## config.mk

```make
export PLATFORM = sky130hd
export DESIGN_NAME = crc32_stream_flat
export DESIGN_NICKNAME = d
export VERILOG_FILES = /design/src/rtl/crc32_stream_if.sv /design/src/rtl/crc32_stream.sv /design/src/flat_wrapper.sv
export SDC_FILE = /design/constraint.sdc
export NUM_CORES = 1
export LEC_CHECK = 0
export CAP_MARGIN = 25
export CORE_UTILIZATION = 38
export DETAILED_ROUTE_END_ITERATION = 12
export PLACE_DENSITY = 0.66
export SYNTH_ARGS = -nofsm -noshare
export SYNTH_HDL_FRONTEND = slang
export SYNTH_SLANG_ARGS = --single-unit
export TNS_END_PERCENT = 1
```

## constraint.sdc

```tcl
create_clock -name clk -period 7.95 [get_ports clk]
set_input_delay 0.795 -clock clk [delete_from_list [all_inputs] [get_ports clk]]
set_output_delay 0.795 -clock clk [all_outputs]
set_load 0.01 [all_outputs]
```

## src/rtl/crc32_stream_if.sv

```systemverilog
// Handshake bundle for crc32_stream: framed beat input side and CRC result side.
interface crc32_stream_if #(
  parameter int DATA_WD = 32,
  parameter int NUM_WD  = (DATA_WD / 8 > 1) ? $clog2(DATA_WD / 8) : 1
);
  logic               start_i;
  logic               seed_en_i;
  logic [31:0]        seed_i;
  logic               val_i;
  logic               rdy_o;
  logic [DATA_WD-1:0] dat_i;
  logic [NUM_WD-1:0]  num_i;
  logic               lst_i;
  logic               val_o;
  logic               rdy_i;
  logic [31:0]        dat_o;
  logic [31:0]        raw_o;
  logic               done_o;

  modport master (
    output start_i, seed_en_i, seed_i, val_i, dat_i, num_i, lst_i, rdy_i,
    input  rdy_o, val_o, dat_o, raw_o, done_o
  );

  modport slave (
    input  start_i, seed_en_i, seed_i, val_i, dat_i, num_i, lst_i, rdy_i,
    output rdy_o, val_o, dat_o, raw_o, done_o
  );
endinterface

```

## src/rtl/crc32_stream.sv

```systemverilog
// Streaming PNG/zlib CRC-32 over framed beats of DATA_WD bits with partial beats,
// seed resume and a result held until the consumer accepts it.
module crc32_stream #(
  parameter int          DATA_WD = 32,
  parameter logic [31:0] POLY    = 32'hEDB88320,
  parameter logic [31:0] INIT    = 32'hFFFFFFFF,
  parameter logic [31:0] XOROUT  = 32'hFFFFFFFF
) (
  input logic           clk,
  input logic           rst,
  crc32_stream_if.slave bus
);
  localparam int LANES  = DATA_WD / 8;
  localparam int NUM_WD = (LANES > 1) ? $clog2(LANES) : 1;

  typedef enum logic [1:0] {IDLE, RUN, OUT} state_t;

  state_t      state, state_nx;
  logic [31:0] crc, crc_beat, dat_q, raw_q;
  logic        rdy, load, acc;

  function automatic logic [31:0] crc_byte(input logic [31:0] c, input logic [7:0] b);
    logic [31:0] r;
    r = c ^ {24'd0, b};
    for (int k = 0; k < 8; k++)
      r = r[0] ? ((r >> 1) ^ POLY) : (r >> 1);
    return r;
  endfunction

  // Counts above the lane count (non-power-of-two widths) saturate to a full beat.
  function automatic int byte_count(input logic [NUM_WD-1:0] n);
    return (int'(n) > LANES - 1) ? LANES : int'(n) + 1;
  endfunction

  always_comb begin
    logic [31:0] c;
    int          nb;
    crc_beat = crc;
    c        = crc;
    nb       = byte_count(bus.num_i);
    for (int i = 0; i < LANES; i++) begin
      c = crc_byte(c, bus.dat_i[DATA_WD-1-8*i -: 8]);
      if (i + 1 == nb) crc_beat = c;
    end
  end

  always_comb begin
    state_nx = state;
    rdy      = 1'b0;
    load     = 1'b0;
    acc      = 1'b0;
    case (state)
      IDLE: begin
        if (bus.start_i) begin
          load     = 1'b1;
          state_nx = RUN;
        end
      end
      RUN: begin
        rdy = ~bus.start_i;
        if (bus.start_i) begin
          load = 1'b1;
        end else if (bus.val_i) begin
          acc = 1'b1;
          if (bus.lst_i) state_nx = OUT;
        end
      end
      OUT: begin
        if (bus.rdy_i) state_nx = IDLE;
      end
      default: state_nx = IDLE;
    endcase
  end

  always_ff @(posedge clk) begin
    if (rst) begin
      state <= IDLE;
      crc   <= INIT;
      dat_q <= '0;
      raw_q <= '0;
    end else begin
      state <= state_nx;
      if (load)     crc <= bus.seed_en_i ? bus.seed_i : INIT;
      else if (acc) crc <= crc_beat;
      if (acc && bus.lst_i) begin
        dat_q <= crc_beat ^ XOROUT;
        raw_q <= crc_beat;
      end
    end
  end

  assign bus.rdy_o  = rdy;
  assign bus.val_o  = (state == OUT);
  assign bus.done_o = (state == OUT) && bus.rdy_i;
  assign bus.dat_o  = dat_q;
  assign bus.raw_o  = raw_q;
endmodule
```

## src/flat_wrapper.sv

```systemverilog
// flat-port wrapper written by rule: the top's interface ports become plain ports
module crc32_stream_flat 
#(
  parameter int          DATA_WD = 32,
  parameter logic [31:0] POLY    = 32'hEDB88320,
  parameter logic [31:0] INIT    = 32'hFFFFFFFF,
  parameter logic [31:0] XOROUT  = 32'hFFFFFFFF
)
  (clk, rst, bus_start_i, bus_seed_en_i, bus_seed_i, bus_val_i, bus_dat_i, bus_num_i, bus_lst_i, bus_rdy_i, bus_rdy_o, bus_val_o, bus_dat_o, bus_raw_o, bus_done_o);
  crc32_stream_if #(.DATA_WD(DATA_WD)) bus_i ();
  input logic clk;
  input logic rst;
  input wire logic [$bits(bus_i.start_i)-1:0] bus_start_i;
  input wire logic [$bits(bus_i.seed_en_i)-1:0] bus_seed_en_i;
  input wire logic [$bits(bus_i.seed_i)-1:0] bus_seed_i;
  input wire logic [$bits(bus_i.val_i)-1:0] bus_val_i;
  input wire logic [$bits(bus_i.dat_i)-1:0] bus_dat_i;
  input wire logic [$bits(bus_i.num_i)-1:0] bus_num_i;
  input wire logic [$bits(bus_i.lst_i)-1:0] bus_lst_i;
  input wire logic [$bits(bus_i.rdy_i)-1:0] bus_rdy_i;
  output wire logic [$bits(bus_i.rdy_o)-1:0] bus_rdy_o;
  output wire logic [$bits(bus_i.val_o)-1:0] bus_val_o;
  output wire logic [$bits(bus_i.dat_o)-1:0] bus_dat_o;
  output wire logic [$bits(bus_i.raw_o)-1:0] bus_raw_o;
  output wire logic [$bits(bus_i.done_o)-1:0] bus_done_o;
  assign bus_i.start_i = bus_start_i;
  assign bus_i.seed_en_i = bus_seed_en_i;
  assign bus_i.seed_i = bus_seed_i;
  assign bus_i.val_i = bus_val_i;
  assign bus_i.dat_i = bus_dat_i;
  assign bus_i.num_i = bus_num_i;
  assign bus_i.lst_i = bus_lst_i;
  assign bus_i.rdy_i = bus_rdy_i;
  assign bus_rdy_o = bus_i.rdy_o;
  assign bus_val_o = bus_i.val_o;
  assign bus_dat_o = bus_i.dat_o;
  assign bus_raw_o = bus_i.raw_o;
  assign bus_done_o = bus_i.done_o;
  crc32_stream #(.DATA_WD(DATA_WD), .POLY(POLY), .INIT(INIT), .XOROUT(XOROUT)) u_core (.clk(clk), .rst(rst), .bus(bus_i));
endmodule
```

**Yosys cells after proc, flatten, opt, wreduce, memory -nomap -nowiden**

Index checks and enable logic that the tools add are counted.

- Multiplexer cells: 51
- Bitwise gates (word level): 38
- Equal/unequal tests: 11
- $add $sub $neg: 1
- Reduce and logical (&&, ||, !) cells: 6

Operator list:

| operator | number |
|---|---|
| $mux 32 | 39 |
| $not 13->14 | 32 |
| $xor 32x8->32 | 4 |
| $eq 3x32->1 const A | 2 |
| $eq 2x32->1 const A | 1 |
| $eq 4x32->1 const A | 1 |
| $not 32->32 | 1 |
| $mux 2 | 5 |
| $ne 2x2->1 const B | 5 |
| $mux 1 | 6 |
| $pmux 2 s3 | 1 |
| $reduce_and 5->1 | 1 |
| $add 2x1->3 const B | 1 |
| $eq 2x1->1 const B | 1 |
| $eq 2x2->1 const B | 1 |
| $logic_and 1x1->1 | 2 |
| $logic_not 2->1 | 1 |
| $reduce_bool 2->1 | 1 |
| $reduce_or 2->1 | 1 |
| $not 1->1 | 1 |

- Bits of input ports: 73
- Flip-flop bits (word level): 98

**Depth between registers and ports, before layout**

Gate-level depths: netlist (run 1).

- Word-level depth: 71
- Depth in mapped cells: 12
- Depth with buffers taken out: 10

**Worst setup path before layout (run 1)**

No wires, ideal clock.

- Path type: input to register
- Start: input bus_dat_i[24]
- End: register u_core.raw_q[22], in the netlist u_core.bus.raw_o[22]
- Arrival time: 4.610 ns
- Stages: 10
- Path buffers: 0
- Data required time: 7.891 ns
- Library setup time: 0.059 ns
- Path slack: 3.281 ns
- Cells stage by stage: xnor2_2 -> xnor3_1 -> xnor3_1 -> xnor3_2 -> xor2_2 -> xor3_1 -> xnor3_4 -> xnor3_1 -> o211ai_2 -> o211a_1

- Cells in the longest elaborated chain, start to end: 49
- Elaborated cells between the ends (all ways): 68
- Those cells by class: 36 x mux; 32 x bitwise

RTL lines:

| element | line | RTL |
|---|---|---|
| from (decl) | flat_wrapper.sv:17 | `input wire logic [$bits(bus_i.dat_i)-1:0] bus_dat_i;` |
| $xor 32x8->32 * | crc32_stream.sv:24 | `r = c ^ {24'd0, b};` |
| $mux 32 * | crc32_stream.sv:26 | `r = r[0] ? ((r >> 1) ^ POLY) : (r >> 1);` |
| $not 13->14 (no source line) | - |  |
| $mux 32 * | crc32_stream.sv:26 |  |
| $not 13->14 (no source line) | - |  |
| $mux 32 * (4 in series) | crc32_stream.sv:26 |  |
| $not 13->14 (no source line) | - |  |
| $mux 32 * (2 in series) | crc32_stream.sv:26 |  |
| [27 not listed] | - |  |
| $mux 32 | crc32_stream.sv:26 |  |
| $not 13->14 (no source line) | - |  |
| $mux 32 (2 in series) | crc32_stream.sv:26 |  |
| $not 13->14 (no source line) | - |  |
| $mux 32 | crc32_stream.sv:26 |  |
| $not 13->14 (no source line) | - |  |
| $mux 32 (2 in series) | crc32_stream.sv:26 |  |
| $mux 32 * | crc32_stream.sv:43 | `if (i + 1 == nb) crc_beat = c;` |
| to (signal assigned) | crc32_stream.sv:87 | `raw_q <= crc_beat;` |
| to (decl) | crc32_stream.sv:19 | `logic [31:0] crc, crc_beat, dat_q, raw_q;` |

Every way passes the cells marked *; elsewhere a longest branch is shown, timed or not.
A chain may end at the register's enable or synchronous reset.

**Final worst setup path (run 1)**

- Start: input bus_dat_i[24]
- End: register u_core.crc[4]

- Cells in the longest elaborated chain, start to end: 50
- Elaborated cells between the ends (all ways): 68
- Those cells by class: 38 x mux; 30 x bitwise

RTL lines:

| element | line | RTL |
|---|---|---|
| $xor 32x8->32 * | crc32_stream.sv:24 |  |
| $mux 32 * (8 in series) | crc32_stream.sv:26 |  |
| $xor 32x8->32 / $mux 32 (equally long branches) | crc32_stream.sv:24, crc32_stream.sv:26 |  |
| $not 13->14 (no source line) | - |  |
| $mux 32 | crc32_stream.sv:26 |  |
| $not 13->14 (no source line) / $mux 32 (equally long branches) | - |  |
| $mux 32 / $xor 32x8->32 (equally long branches) | crc32_stream.sv:26, crc32_stream.sv:24 |  |
| $mux 32 / $not 13->14 (equally long branches) | - |  |
| [24 not listed] | - |  |
| $mux 32 | crc32_stream.sv:26 |  |
| $not 13->14 (no source line) / $mux 32 (equally long branches) | - |  |
| $mux 32 (3 in series) | crc32_stream.sv:26 |  |
| $not 13->14 (no source line) / $mux 32 (equally long branches) | - |  |
| $mux 32 (2 in series) | crc32_stream.sv:26 |  |
| $mux 32 * | crc32_stream.sv:43 |  |
| $mux 32 * | crc32_stream.sv:84 | `else if (acc) crc <= crc_beat;` |
| $mux 32 * | crc32_stream.sv:83 | `if (load) crc <= bus.seed_en_i ? bus.seed_i : INIT;` |
| to (signal assigned) | crc32_stream.sv:83 |  |
| to (signal assigned) | crc32_stream.sv:84 |  |
| to (decl) | crc32_stream.sv:19 |  |

Every way passes the cells marked *; elsewhere a longest branch is shown, timed or not. The select of a mux whose other input is x is not followed.

==> out/qor.csv, run 1 <==
stage,metric,value,unit
status,status,completed,
grt,largest net degree at the start of global routing,68,
floorplan,I/O pin cnt,140,
drt,drt total wl,32700,microns
timing,final clock period utilization by the worst path,76.1,%
drt,Post-route DRC,0,
finish,Fillers,2201,
timing,setup_tns,0,ps
drt,via count,7267,
synthesis,mapped cell area,9040,sq um
min_path,worst hold-check path type,reg -> reg,
grt,GRT Total Usage,26.8,%
synthesis,Async SR Flop Fraction,0,%
synthesis,register bit total from synthesis,98,
synthesis,syn_nets,941,
clock_tree,clk sinks,98,
synthesis,Mapped Cells,868,
timing,RSZ-0062 raised after global routing,no,
timing,setup violators final,0,
placement,final RePlAce weighted congestion,0.977,
floorplan,num rows,56,
clock_tree,CTS Buffer Depth,2,
finish,layout net count,1051,
synthesis,sequential area share after synthesis,21.7,%
floorplan,die area,24400,sq um
floorplan,Core ar.,23400,sq um
clock_tree,Max H-tree Level,3,
setup_path,Worst Path Max Fanout,9,
finish,Area Overhead vs Synth,21.7,%
setup_path,"Req. time, crit path",8150,ps
timing,Slew @ Worst Pin,1140,ps
clock_tree,post-cts resize count,0,
synthesis,dominant synthesized flop cell,dfxtp_1,
timing,Fmax,165,MHz
grt,global route overflow,0,
clock_tree,CTS Buf Count,9,
clock_tree,Post-CTS Setup Inserts,0,
synthesis,synth top area cells,"dfxtp_1 22%, xnor3_1 19%, xnor2_1 14%",
synthesis,Mean Syn Cell Area,10.4,sq um
timing,min cycle time layout,6050,ps
drt,drt initial violations,814,
synthesis,synthesis warning total,0,
setup_path,Worst Path Arrival,6240,ps
floorplan,Die H,156,microns
setup_path,WS Path Type,in -> reg,
drt,DRT Pass-1 Iters,5,
clock_tree,clock tree from TritonCTS,built,
drt,vias per inst,5.58,
timing,Final Max Slew Viols,0,
placement,hpwl dp,25400,microns
finish,Ant. Diodes,0,
grt,initial antenna violation count,0,
grt,vias in the first global route,6898,
grt,first-pass GRT wire length,46800,microns
drt,Routed Antenna Nets,0,
drt,Avg WL per Cell,25.1,microns
timing,Final Hold Viols,0,
clock_tree,"Clk Latency, worst-skew pair",350,ps
floorplan,Initial Util,38.6,%
synthesis,Netlist cell types,67,
setup_path,crit path launch type,input port,
clock_tree,Hold Buf Count CTS,0,
floorplan,Die W,156,microns
synthesis,post-synth top area share,21.7,%
finish,layout cells sized above 1,8.34,%
synthesis,Synth area leader,dfxtp_1,
setup_path,CP endpoint kind,flop,
timing,clock skew,12.9,ps
clock_tree,CTS Root Cell,clkbuf_16,
timing,Slew headroom,23.7,%
synthesis,number of enable flip-flop cells after synthesis,0,
clock_tree,clock slew at reported path FFs,80,ps
job,Max Cap Viol,0,
placement,# port buffers,139,
placed cells by master (no fill, tap or decap), types with 10 or more instances in the layout:
master,count
xor2_1,42
nand2_1,73
xnor2_2,13
o21ai_1,12
a21oi_1,43
o2111ai_1,21
xor3_1,14
nor2_1,46
xnor2_1,145
o21a_1,10
and3_1,12
dfxtp_1,98
o21ai_0,63
xnor3_1,77
clkdlybuf4s50_1,139
buf_4,13
layout make-up:
cell class	instances	area [sq um]	share of cell area (%)
tap	319	399	3.63
timing repair buffer	153	1500	13.7
clock inverter	6	53.8	0.489
multi-input combinational	710	6830	62.1
clock buffer	10	229	2.08
sequential	98	1960	17.8
inverter	6	22.5	0.205
stage by stage:
step                      setup WS [ps]  utilization, %  std cells  hold slack (ps)  instance area, sq um
final                              1900            47.0       1302              459                 11000
after floorplan                    3280               -        868              464                  9040
after detailed placement           1550            45.7       1285              450                 10700
after global routing               1710            47.0       1302              481                 11000
after global placement             1610            45.7       1285              446                 10700
after CTS                          1870            47.0       1301              459                 11000
flip-flops by register name, summed over array words and instances (netlist names):
| name | flops |
|---|---|
| u_core.bus.dat_o | 32 |
| u_core.bus.raw_o | 32 |
| u_core.crc | 32 |
| u_core.state | 2 |
worst paths after layout:
path,start,to,slack [ps],cells after the start
worst max-delay path,bus_dat_i[24],u_core.crc[4],1900,11
worst min-delay path,u_core.bus.raw_o[31],u_core.bus.raw_o[31],460,2
worst max register to register,u_core.crc[0],u_core.crc[4],2440,10
worst min register to register,u_core.bus.raw_o[31],u_core.bus.raw_o[31],460,2
cell usage after synthesis (all sizes together), types with 6 or more instances:
library cell / number
xnor2: 163
dfxtp: 98
xnor3: 88
o21ai: 75
nand2: 73
xor2: 50
nor2: 46
a21oi: 43
clkbuf: 43
o2111ai: 21
xor3: 16
and3: 13
buf: 11
o21a: 10
nand3: 9
a31oi: 8
o211ai: 8
and2: 7
a221oi: 6
kinds of logic (layout without fill, tap and decap cells):
family | after synthesis | in the layout | synth area share (%)
AO/OA/AOI/OAI | 218 | 218 | 15.8
XOR/XNOR | 317 | 317 | 49.9
buffers and inverters | 60 | 175 | 2.74
flip-flops | 98 | 98 | 21.7
multiplexers | 11 | 11 | 1.92
AND/OR/NAND/NOR | 164 | 164 | 7.93
layer usage:
metal,global-route usage (%),part of all wire [%],wire length (microns)
met1,35.4,41,13400
met2,42.5,46,15200
met3,5.48,8.9,2910
met4,10.9,3.9,1280
met5,0,0,0
critical path: stages:
cell and delay [ps]:
clkdlybuf4s50_1 470, xnor2_2 550, xnor3_1 530, xnor2_1 420, xnor3_1 760, xnor2_4 390, xnor3_1 580, xnor2_2 330
xor3_1 470, a221oi_1 770, o2111ai_1 170
Power of run 1 is not shown: default switching activity piles up to over one toggle a cycle in this logic, so the estimate is an artifact.
==> run 2, diff against run 1 <==
--- a/config.mk
+++ b/config.mk
@@ -8,7 +8,7 @@
 export CAP_MARGIN = 25
 export CORE_UTILIZATION = 38
 export DETAILED_ROUTE_END_ITERATION = 12
-export PLACE_DENSITY = 0.66
+export PLACE_DENSITY = 0.68
 export SYNTH_ARGS = -nofsm -noshare
 export SYNTH_HDL_FRONTEND = slang
 export SYNTH_SLANG_ARGS = --single-unit
==> constraint.sdc (replaced) <==
create_clock -name clk -period 5.13 [get_ports clk]
set_input_delay 0.513 -clock clk [delete_from_list [all_inputs] [get_ports clk]]
set_output_delay 0.513 -clock clk [all_outputs]
set_load 0.01 [all_outputs]
==> run 2 against run 1 <==
Utilization rose by 3.0 points. Die area did not move. Global-route usage increased by 2.1 points. Design area rose by 6.5%. Worst hold slack worse by 2.7 ps. Setup slack got worse by 1800 ps. Sequential share of layout area decreased by 1.1 points. Final cell count increased by 6.8%. Clock skew shrank 0.57 ps. First-iteration DRC count is 10% higher. Register-to-register slack worse by 2100 ps.
==> out/qor.csv, run 2 (synthesis results as in run 1) <==
stage,metric,value,unit,change
clock_tree,Max H-tree Level,3,,unchanged
drt,Post-route DRC,0,,unchanged
setup_path,CP max-delay cell,xnor3_1,,
timing,min cycle time layout,5010,ps,
finish,"commonest non-fill, non-tap cell in the layout",xnor2_1,,
finish,layout cells sized above 1,15.9,%,+7.5 points
finish,Area Overhead vs Synth,29.6,%,
finish,layout net count,1138,,+8.3%
min_path,worst hold-check path type,reg -> reg,,
placement,hpwl dp,27300,microns,+7.6%
clock_tree,"Clk Latency, worst-skew pair",350,ps,about the same
min_path,HP Start,u_core.bus.dat_o[10],,
clock_tree,CTS Buffer Depth,2,,unchanged
setup_path,Worst setup startpoint,bus_dat_i[26],,
grt,largest net degree at the start of global routing,68,,unchanged
setup_path,worst path bufs/invs,2,,+1
timing,setup_tns,0,ps,unchanged
placement,# port buffers,139,,unchanged
timing,Fmax,200,MHz,
finish,"commonest non-fill, non-tap cells in the layout","145 x xnor2_1, 139 x clkdlybuf4s50_1, 99 x buf_4, 98 x dfxtp_1, 77 x xnor3_1",,
floorplan,Die W,156,microns,unchanged
timing,setup violators final,0,,unchanged
placement,Place WS,-477,ps,-2030 ps
timing,clock skew,12.3,ps,-0.567 ps
timing,final clock period utilization by the worst path,97.7,%,
clock_tree,CTS Root Cell,clkbuf_16,,
drt,Avg WL per Cell,25.0,microns,-0.54%
grt,first-pass GRT wire length,50000,microns,+6.9%
timing,Slew @ Worst Pin,850,ps,-294 ps
grt,GRT Total Usage,28.9,%,+2.1 points
floorplan,Core ar.,23400,sq um,unchanged
status,status,completed,,
timing,RSZ-0062 raised after global routing,no,,
setup_path,cell mode on critical path,xnor2_1,,
clock_tree,clock slew at reported path FFs,80,ps,about the same
setup_path,WS Path Type,in -> reg,,
grt,initial antenna violation count,0,,unchanged
setup_path,crit-path cells,clkdlybuf4s50_1 > xnor2_2 > buf_4 > xnor2_1 > xnor3_1 > xor2_1 > xnor2_1 > xor3_1 > xnor3_4 > xnor2_1 > o221ai_2 > o2111ai_1,,
floorplan,Die H,156,microns,unchanged
clock_tree,clock tree from TritonCTS,built,,
job,Max Cap Viol,0,,unchanged
drt,drt total wl,34800,microns,+6.2%
drt,Routed Antenna Nets,0,,unchanged
timing,Final Hold Viols,0,,unchanged
floorplan,die area,24400,sq um,unchanged
grt,vias in the first global route,7388,,+7.1%
floorplan,num rows,56,,unchanged
setup_path,Worst Path Max Fanout,6,,-3
drt,drt initial violations,897,,+10%
timing,Min Hold Slack,456,ps,-2.71 ps
clock_tree,Hold Buf Count CTS,0,,unchanged
drt,via count,7621,,+4.9%
setup_path,"delay-heaviest family, CP",XOR/XNOR gates,,
clock_tree,clk sinks,98,,unchanged
finish,Fillers,2158,,-2.0%
setup_path,Worst Path Arrival,5240,ps,-1000 ps
timing,Slew headroom,43.3,%,+20 points
grt,global route overflow,0,,unchanged
finish,FF/Latch Area,1960,sq um,unchanged
placement,final RePlAce weighted congestion,0.950,,-2.7%
timing,Final Max Slew Viols,0,,unchanged
floorplan,I/O pin cnt,140,,unchanged
timing,final setup margin,118,ps,-1780 ps
clock_tree,CTS Buf Count,9,,unchanged
setup_path,crit path launch type,input port,,
floorplan,Initial Util,38.6,%,unchanged
drt,vias per inst,5.48,,-1.8%
setup_path,CP endpoint kind,flop,,
setup_path,Crit path largest cell delay,650,ps,-120 ps
setup_path,launching point of the worst reg2reg path,u_core.crc[2],,
drt,DRT Pass-1 Iters,5,,unchanged
finish,footprint of the multi-input gates,6840,sq um,about the same
setup_path,"Req. time, crit path",5360,ps,-2790 ps
[run 2: area by class of cell]
type,instances,area share (%)
diodes,1,0.0214
clock buffers,9,1.92
clock inverters,7,0.801
inverters,6,0.192
multi-input cells,710,58.4
flip-flops and latches,98,16.7
well taps,319,3.41
repair buffers,240,18.6
[run 2: metrics by stage]
stage                     area [sq um]  utilization [%]  instances
after floorplan                   9040                -        868
after global placement           11400             48.6       1372
after detailed placement         11400             48.6       1372
after CTS                        11700             50.0       1388
after global routing             11700             50.1       1389
final                            11700             50.1       1390
[run 2: worst reg2reg max path, delay by kind of cell (launching register included)]
| kind | cells | cell delay (ps) |
|---|---|---|
| buf+inv | 1 | 190 |
| xor+xnor | 8 | 3390 |
| compound gates | 2 | 630 |
| flops | 1 | 480 |
[run 2: metal layers]
layer	up-vias	part of all wire, %	wire length, microns	global-route usage (%)
met5	-	0	0	0
met4	0	3.7	1300	11.1
met3	59	8.5	2970	7.37
met2	375	45	15600	44.6
met1	3724	43	14900	38.6
li1	3463	-	-	-
[run 2: worst paths after layout]
| check | end | slack, ps | cells after the start |
|---|---|---|---|
| max | u_core.crc[7] | 120 | 12 |
| min | u_core.bus.dat_o[10] | 460 | 2 |
| max reg2reg | u_core.crc[7] | 310 | 11 |
| min reg2reg | u_core.bus.dat_o[10] | 460 | 2 |
[run 2: repair_timing]
| action | in CTS | in global routing |
|---|---|---|
| setup buffers | 0 | 0 |
| gates resized for setup | 1 | 0 |
| setup endpoints to repair | 3 | 0 |
Power of run 2 is left out for the same reason.
==> run 3, diff against run 2 <==
--- a/config.mk
+++ b/config.mk
@@ -7,8 +7,10 @@
 export LEC_CHECK = 0
 export CAP_MARGIN = 25
 export CORE_UTILIZATION = 38
+export CTS_BUF_LIST = sky130_fd_sc_hd__clkbuf_4 sky130_fd_sc_hd__clkbuf_8 sky130_fd_sc_hd__clkbuf_16
 export DETAILED_ROUTE_END_ITERATION = 12
 export PLACE_DENSITY = 0.68
+export SLEW_MARGIN = 20
 export SYNTH_ARGS = -nofsm -noshare
 export SYNTH_HDL_FRONTEND = slang
 export SYNTH_SLANG_ARGS = --single-unit
==> run 3 against run 2 <==
Final cell count unchanged. Utilization unchanged. First-iteration DRC count down 1.0%. Via count down 0.52%. Critical endpoint unchanged.
==> out/qor.csv, run 3 (synthesis results as in run 1) <==
stage,metric,value,unit,change
floorplan,I/O pin cnt,140,,unchanged
drt,drt initial violations,888,,-1.0%
clock_tree,clock slew at reported path FFs,80,ps,about the same
timing,min cycle time layout,5000,ps,-11.5 ps
grt,vias in the first global route,7388,,unchanged
drt,via count,7581,,-0.52%
floorplan,num rows,56,,unchanged
placement,Placed Instances,1372,,unchanged
finish,Fillers,2160,,+0.093%
finish,footprint of the multi-input gates,6840,sq um,unchanged
timing,final clock period utilization by the worst path,97.5,%,-0.22 points
min_path,HP Start,u_core.bus.dat_o[10],,
grt,global route overflow,0,,unchanged
clock_tree,clock tree from TritonCTS,built,,
setup_path,Crit path largest cell delay,650,ps,about the same
min_path,Hold Path Stages,2,,unchanged
finish,"commonest non-fill, non-tap cell in the layout",xnor2_1,,
timing,setup_tns,0,ps,unchanged
clock_tree,Hold Buf Count CTS,0,,unchanged
drt,Routed Antenna Nets,0,,unchanged
placement,hpwl dp,27300,microns,unchanged
setup_path,CP endpoint kind,flop,,
setup_path,crit path launch type,input port,,
clock_tree,post-cts resize count,1,,unchanged
finish,"commonest non-fill, non-tap cells in the layout","145 x xnor2_1, 139 x clkdlybuf4s50_1, 99 x buf_4, 98 x dfxtp_1, 77 x xnor3_1",,
clock_tree,Post-CTS Setup Inserts,0,,unchanged
setup_path,r2r endpoint,u_core.crc[7],,
drt,vias per inst,5.45,,-0.52%
setup_path,WS Path Type,in -> reg,,
drt,DRT Pass-1 Iters,5,,unchanged
min_path,Worst Hold Path EP,u_core.bus.dat_o[10],,
grt,first-pass GRT wire length,50000,microns,unchanged
timing,Final Hold Viols,0,,unchanged
timing,Slew @ Worst Pin,824,ps,-26.0 ps
drt,drt total wl,34700,microns,-0.16%
setup_path,CP max-delay cell,xnor3_1,,
timing,RSZ-0062 raised after global routing,no,,
floorplan,Die W,156,microns,unchanged
min_path,worst hold-check path type,reg -> reg,,
clock_tree,CTS Buf Count,9,,unchanged
drt,Avg WL per Cell,25.0,microns,-0.16%
status,status,completed,,
floorplan,Initial Util,38.6,%,unchanged
grt,largest net degree at the start of global routing,68,,unchanged
clock_tree,CTS Buffer Depth,2,,unchanged
grt,initial antenna violation count,0,,unchanged
finish,layout cells sized above 1,15.9,%,unchanged
drt,Post-route DRC,0,,unchanged
clock_tree,clk sinks,98,,unchanged
finish,Area Overhead vs Synth,29.6,%,unchanged
job,Max Cap Viol,0,,unchanged
setup_path,Worst Path Arrival,5230,ps,about the same
setup_path,"delay-heaviest family, CP",XOR/XNOR gates,,
clock_tree,Max H-tree Level,3,,unchanged
finish,layout net count,1138,,unchanged
timing,Fmax,200,MHz,+0.23%
clock_tree,"Clk Latency, worst-skew pair",350,ps,about the same
timing,clock skew,9.88,ps,-2.45 ps
setup_path,crit-path cells,clkdlybuf4s50_1 > xnor2_2 > buf_4 > xnor2_1 > xnor3_1 > xor2_1 > xnor2_1 > xor3_1 > xnor3_4 > xnor2_1 > o221ai_2 > o2111ai_1,,
clock_tree,CTS Root Cell,clkbuf_16,,
placement,Place WS,-477,ps,unchanged
finish,FF/Latch Area,1960,sq um,unchanged
setup_path,worst path bufs/invs,2,,unchanged
timing,Slew headroom,45.0,%,+1.7 points
setup_path,"Req. time, crit path",5350,ps,about the same
timing,Final Max Slew Viols,0,,unchanged
setup_path,flop2flop setup slack,350,ps,+40 ps
grt,GRT Total Usage,28.9,%,unchanged
setup_path,cell mode on critical path,xnor2_1,,
finish,post-route insts no fill,1390,,unchanged
setup_path,Worst R2R Path Depth,11,,unchanged
setup_path,Worst Path Max Fanout,6,,unchanged
floorplan,Die H,156,microns,unchanged
floorplan,die area,24400,sq um,unchanged
floorplan,Core ar.,23400,sq um,unchanged
setup_path,launching point of the worst reg2reg path,u_core.crc[2],,
placement,# port buffers,139,,unchanged
timing,final setup margin,129,ps,+11.5 ps
placement,final RePlAce weighted congestion,0.950,,unchanged
timing,setup violators final,0,,unchanged
## run 3: worst max path at each step
stage	start	end	slack, ps	depth (start not counted)
after floorplan	bus_dat_i[24]	u_core.bus.raw_o[22]	740	10
after global placement	bus_dat_i[26]	u_core.crc[7]	-530	12
after detailed placement	bus_dat_i[26]	u_core.crc[7]	-480	12
after CTS	bus_dat_i[26]	u_core.crc[7]	120	12
after global routing	bus_dat_i[26]	u_core.crc[7]	4	12
final	bus_dat_i[26]	u_core.crc[7]	130	12
## run 3: tightest hold or removal path, cell delays in order, from the launching register on
cell and delay, ps:
dfxtp_1 310, nand2_1 50, a21oi_1 50
## run 3: layout make-up
class	instances	share of cell area, %
multi-input cells	710	58.4
repair buffers	240	18.6
flip-flops and latches	98	16.7
well taps	319	3.41
clock buffers	9	1.92
clock inverters	7	0.801
inverters	6	0.192
diodes	1	0.0214
## run 3: layer usage
metal	GRT usage, %	vias up	wire length, microns
met5	0	-	0
met4	11.1	0	1210
met1	38.6	3693	14800
met2	44.6	371	15700
met3	7.37	52	2990
li1	-	3465	-
## run 3: through the flow
step                      hold WS, ps  cell area, sq um  util (%)
after CTS                         457             11700      50.0
final                             456             11700      50.1
after detailed placement          447             11400      48.6
after global placement            445             11400      48.6
after floorplan                   464              9040         -
after global routing              471             11700      50.1
Power of run 3 is left out for the same reason.
==> variant 1, RTL diff (settings of run 2) <==
`DATA_WD` is set to 32 in 3 places; all go to 64. Comments in the files are not updated.
--- a/src/rtl/crc32_stream_if.sv
+++ b/src/rtl/crc32_stream_if.sv
@@ -1,5 +1,5 @@
 // Handshake bundle for crc32_stream: framed beat input side and CRC result side.
 interface crc32_stream_if #(
-  parameter int DATA_WD = 32,
+  parameter int DATA_WD = 64,
   parameter int NUM_WD  = (DATA_WD / 8 > 1) ? $clog2(DATA_WD / 8) : 1
 );
--- a/src/rtl/crc32_stream.sv
+++ b/src/rtl/crc32_stream.sv
@@ -2,5 +2,5 @@
 // seed resume and a result held until the consumer accepts it.
 module crc32_stream #(
-  parameter int          DATA_WD = 32,
+  parameter int          DATA_WD = 64,
   parameter logic [31:0] POLY    = 32'hEDB88320,
   parameter logic [31:0] INIT    = 32'hFFFFFFFF,
--- a/src/flat_wrapper.sv
+++ b/src/flat_wrapper.sv
@@ -2,5 +2,5 @@
 module crc32_stream_flat 
 #(
-  parameter int          DATA_WD = 32,
+  parameter int          DATA_WD = 64,
   parameter logic [31:0] POLY    = 32'hEDB88320,
   parameter logic [31:0] INIT    = 32'hFFFFFFFF,
Interface: changed (resized bus_dat_i and bus_num_i); port bits go from 140 to 173. No check against the original RTL was run, so the function may have changed too.
==> variant 1 against run 2 <==
Setup slack worse by 1.9 ns; final cell count is 100% higher; the flow now finishes with violations (negative setup slack); sequential cell count stayed put; design area is 110% higher; synthesized area is 74% higher; critical endpoint is now u_core.crc[8]; wire length is 110% higher; worst hold slack better by 0.0018 ns.
Power is not shown: default switching activity piles up to over one toggle a cycle in this logic, so the estimate is an artifact.
==> variant 1: results (changes against run 2) <==
Outcome
  – Status: finished with violations (was complete, no violations)
  – Failing checks: negative setup slack

Setup path
  – Reg2Reg Depth: 24 (was 11)
  – Worst path slowest cell: xnor3_2 (was xnor3_1)
  – FF-to-FF Start: u_core.crc[3] (was u_core.crc[2])
  – Peak per-stage delay on the critical path: 0.49 ns (was 0.65 ns)
  – Critical path arrival: 7.02 ns (was 5.24 ns)
  – Crit Path Max Fanout: 5 (was 6)
  – Worst setup path start: bus_dat_i[58] (was bus_dat_i[26])

Layout
  – Clock-cell share: 1.41% (was 2.72%)
  – NumNets Final: 2352 (was 1138)
  – Final std cells w/o fill: 2782 (was 1390)
  – Buffers excl. clock: 780 (was 240)
  – Layout cells sized above 1: 39.1% (was 15.9%)

Drt
  – Vias/cell: 5.46 (was 5.48)
  – Final wirelength: 72200 um (was 34800 um)

Min path
  – Hold EP: u_core.bus.raw_o[8] (was u_core.bus.dat_o[10])

Timing
  – Final setup violation count: 96 (was 0)
  – Clock Skews: 0.00719 ns (was 0.0123 ns)
  – Final hold slack: 0.458 ns (was 0.456 ns)
  – Setup ws final: -1.74 ns (was 0.118 ns)

GRT
  – First-pass GRT wire length: 103000 um (was 50000 um)
  – Vias in the first global route: 15200 (was 7388)

Place
  – Place WS: -2.58 ns (was -0.477 ns)

Synthesis
  – Post-synthesis sequential area ratio: 12.5% (was 21.7%)
  – XOR/XNOR Fraction of Synth Area: 61.7% (was 49.9%)
  – Mux share of post-synthesis cell area: 0.318% (was 1.92%)
  – Post-synthesis compound-gate area fraction: 15.5% (was 15.8%)
-- variant 1: cell types whose count changed in the layout (fill, tap and decap cells not counted), sizes merged, moves of 22 or more --
cell	delta
a21oi	+57
clkdlybuf4s50	+22
xnor2	+201
xor3	+24
o21ai	+26
nand2	+75
xnor3	+79
buf	+510
xor2	+69
a211oi	+22
-- variant 1: what timing repair did --
action	CTS	global route
buffers inserted	14	9
pin swaps	36	26
resized for setup	79	53
setup endpoints to repair	96	96
-- variant 1: layer usage --
| metal | wire length, um | vias up | track usage, % |
|---|---|---|---|
| met3 | 5330 | 125 | 4.04 |
| met1 | 29900 | 7485 | 45.9 |
| met4 | 2780 | 0 | 11.4 |
| met5 | 0 | - | 0 |
| li1 | - | 6845 | - |
| met2 | 34200 | 734 | 55.9 |
==> variant 2, RTL diff (settings of run 2) <==
Made on the original files. Make the reset (`rst`) asynchronous in one clocked block.
--- a/src/rtl/crc32_stream.sv
+++ b/src/rtl/crc32_stream.sv
@@ -73,5 +73,5 @@
   end
 
-  always_ff @(posedge clk) begin
+  always_ff @(posedge clk or posedge rst) begin
     if (rst) begin
       state <= IDLE;
Behaviour: not the same (a bounded check fails within 4 cycles, from zero or initial values and one cycle with rst high; the reset may be asserted at any time).
==> variant 2 against run 2 <==
Count of clock-buffer cells in the layout is 4 higher; critical path depth is 2 higher; wire length is 10% lower; design area is 2.3% lower; synthesized area is 1.1% lower; setup slack better by 0.093 ns; sequential cell count stayed put; synthesized cell count is 4.5% lower; largest cell class unchanged; highest routed layer unchanged.
Power is left out: the tool's default activity adds up to more than one toggle a clock period on the data nets, which glitch-free logic cannot reach.
==> variant 2: results (changes against run 2) <==
GRT
  – Met1 usage: 35.4% (was 38.6%)
  – Vias in the first global route: 7188 (was 7388)
  – Met3 global-route usage: 6.85% (was 7.37%)
  – Largest net degree at the start of global routing: 64 (was 68)
  – First-pass GRT wire length: 46200 um (was 50000 um)
  – GR met2 Demand/Resource: 42.3% (was 44.6%)

Place
  – Dpl hpwl: 25100 um (was 27300 um)
  – Routability cong.: 0.991 (was 0.950)
  – Post-Place Cells: 1317 (was 1372)

Setup path
  – Worst setup path start: bus_dat_i[27] (was bus_dat_i[26])
  – Peak per-stage delay on the critical path: 0.59 ns (was 0.65 ns)
  – FF-to-FF Start: u_core.crc[2] (unchanged)
  – R2R Path End: u_core.bus.dat_o[19] (was u_core.crc[7])
  – Critical path arrival: 5.15 ns (was 5.24 ns)
  – Critical path endpoint: u_core.bus.raw_o[12] (was u_core.crc[7])
  – R2R Setup Slk: 0.39 ns (was 0.31 ns)

Drt
  – DR iter-0 viols: 770 (was 897)
  – Final wirelength: 31200 um (was 34800 um)
  – Met3 routed WL: 2600 um (was 2970 um)

Timing
  – Final worst-path cycle share: 95.9% (was 97.7%)
  – Clock Skews: 0.00897 ns (was 0.0123 ns)

Synthesis
  – Post-synthesis cell type count: 51 (was 67)
  – Post-synth ARST share: 100% (was 0%)
  – Syn_nets: 902 (was 941)

Layout
  – NumNets Final: 1088 (was 1138)

Outcome
  – Status: complete, no violations (unchanged)

Min path
  – Hold Crit Depth: 1 (was 2)
## variant 2: cell types whose count changed after synthesis, sizes merged, moves of 12 or more
cell,run 2,this run
dfxtp,98,0
dfrtp,0,66
o21ai,75,25
dfstp,0,32
nor2,46,78
o2111ai,21,0
a21o,2,22
nor3b,1,20
nor3,3,15
xor2,50,62
## variant 2: kinds of logic after synthesis
group | after synthesis | synth area share, %
muxes | 6 | 0.840
DFF | 98 | 27.9
xor gates and xnor gates | 307 | 46.7
and+or+nand+nor | 207 | 10.7
AOI/OAI and AO/OA | 158 | 11.5
buffers and inverters | 53 | 2.37
## variant 2: area by class of cell
class,count,area [sq um],share of cell area (%)
clock buffers,13,260,2.27
clock inverters,3,22.5,0.197
diodes,1,2.50,0.0219
inverters,7,28.8,0.251
flip-flops and latches,98,2490,21.8
multi-input cells,678,6240,54.5
well taps,313,392,3.42
repair buffers,221,2010,17.5
## variant 2: what timing repair did
action,CTS,global route
hold endpoints to repair,0,0
gates resized for setup,0,1
endpoints found under the setup margin,0,4
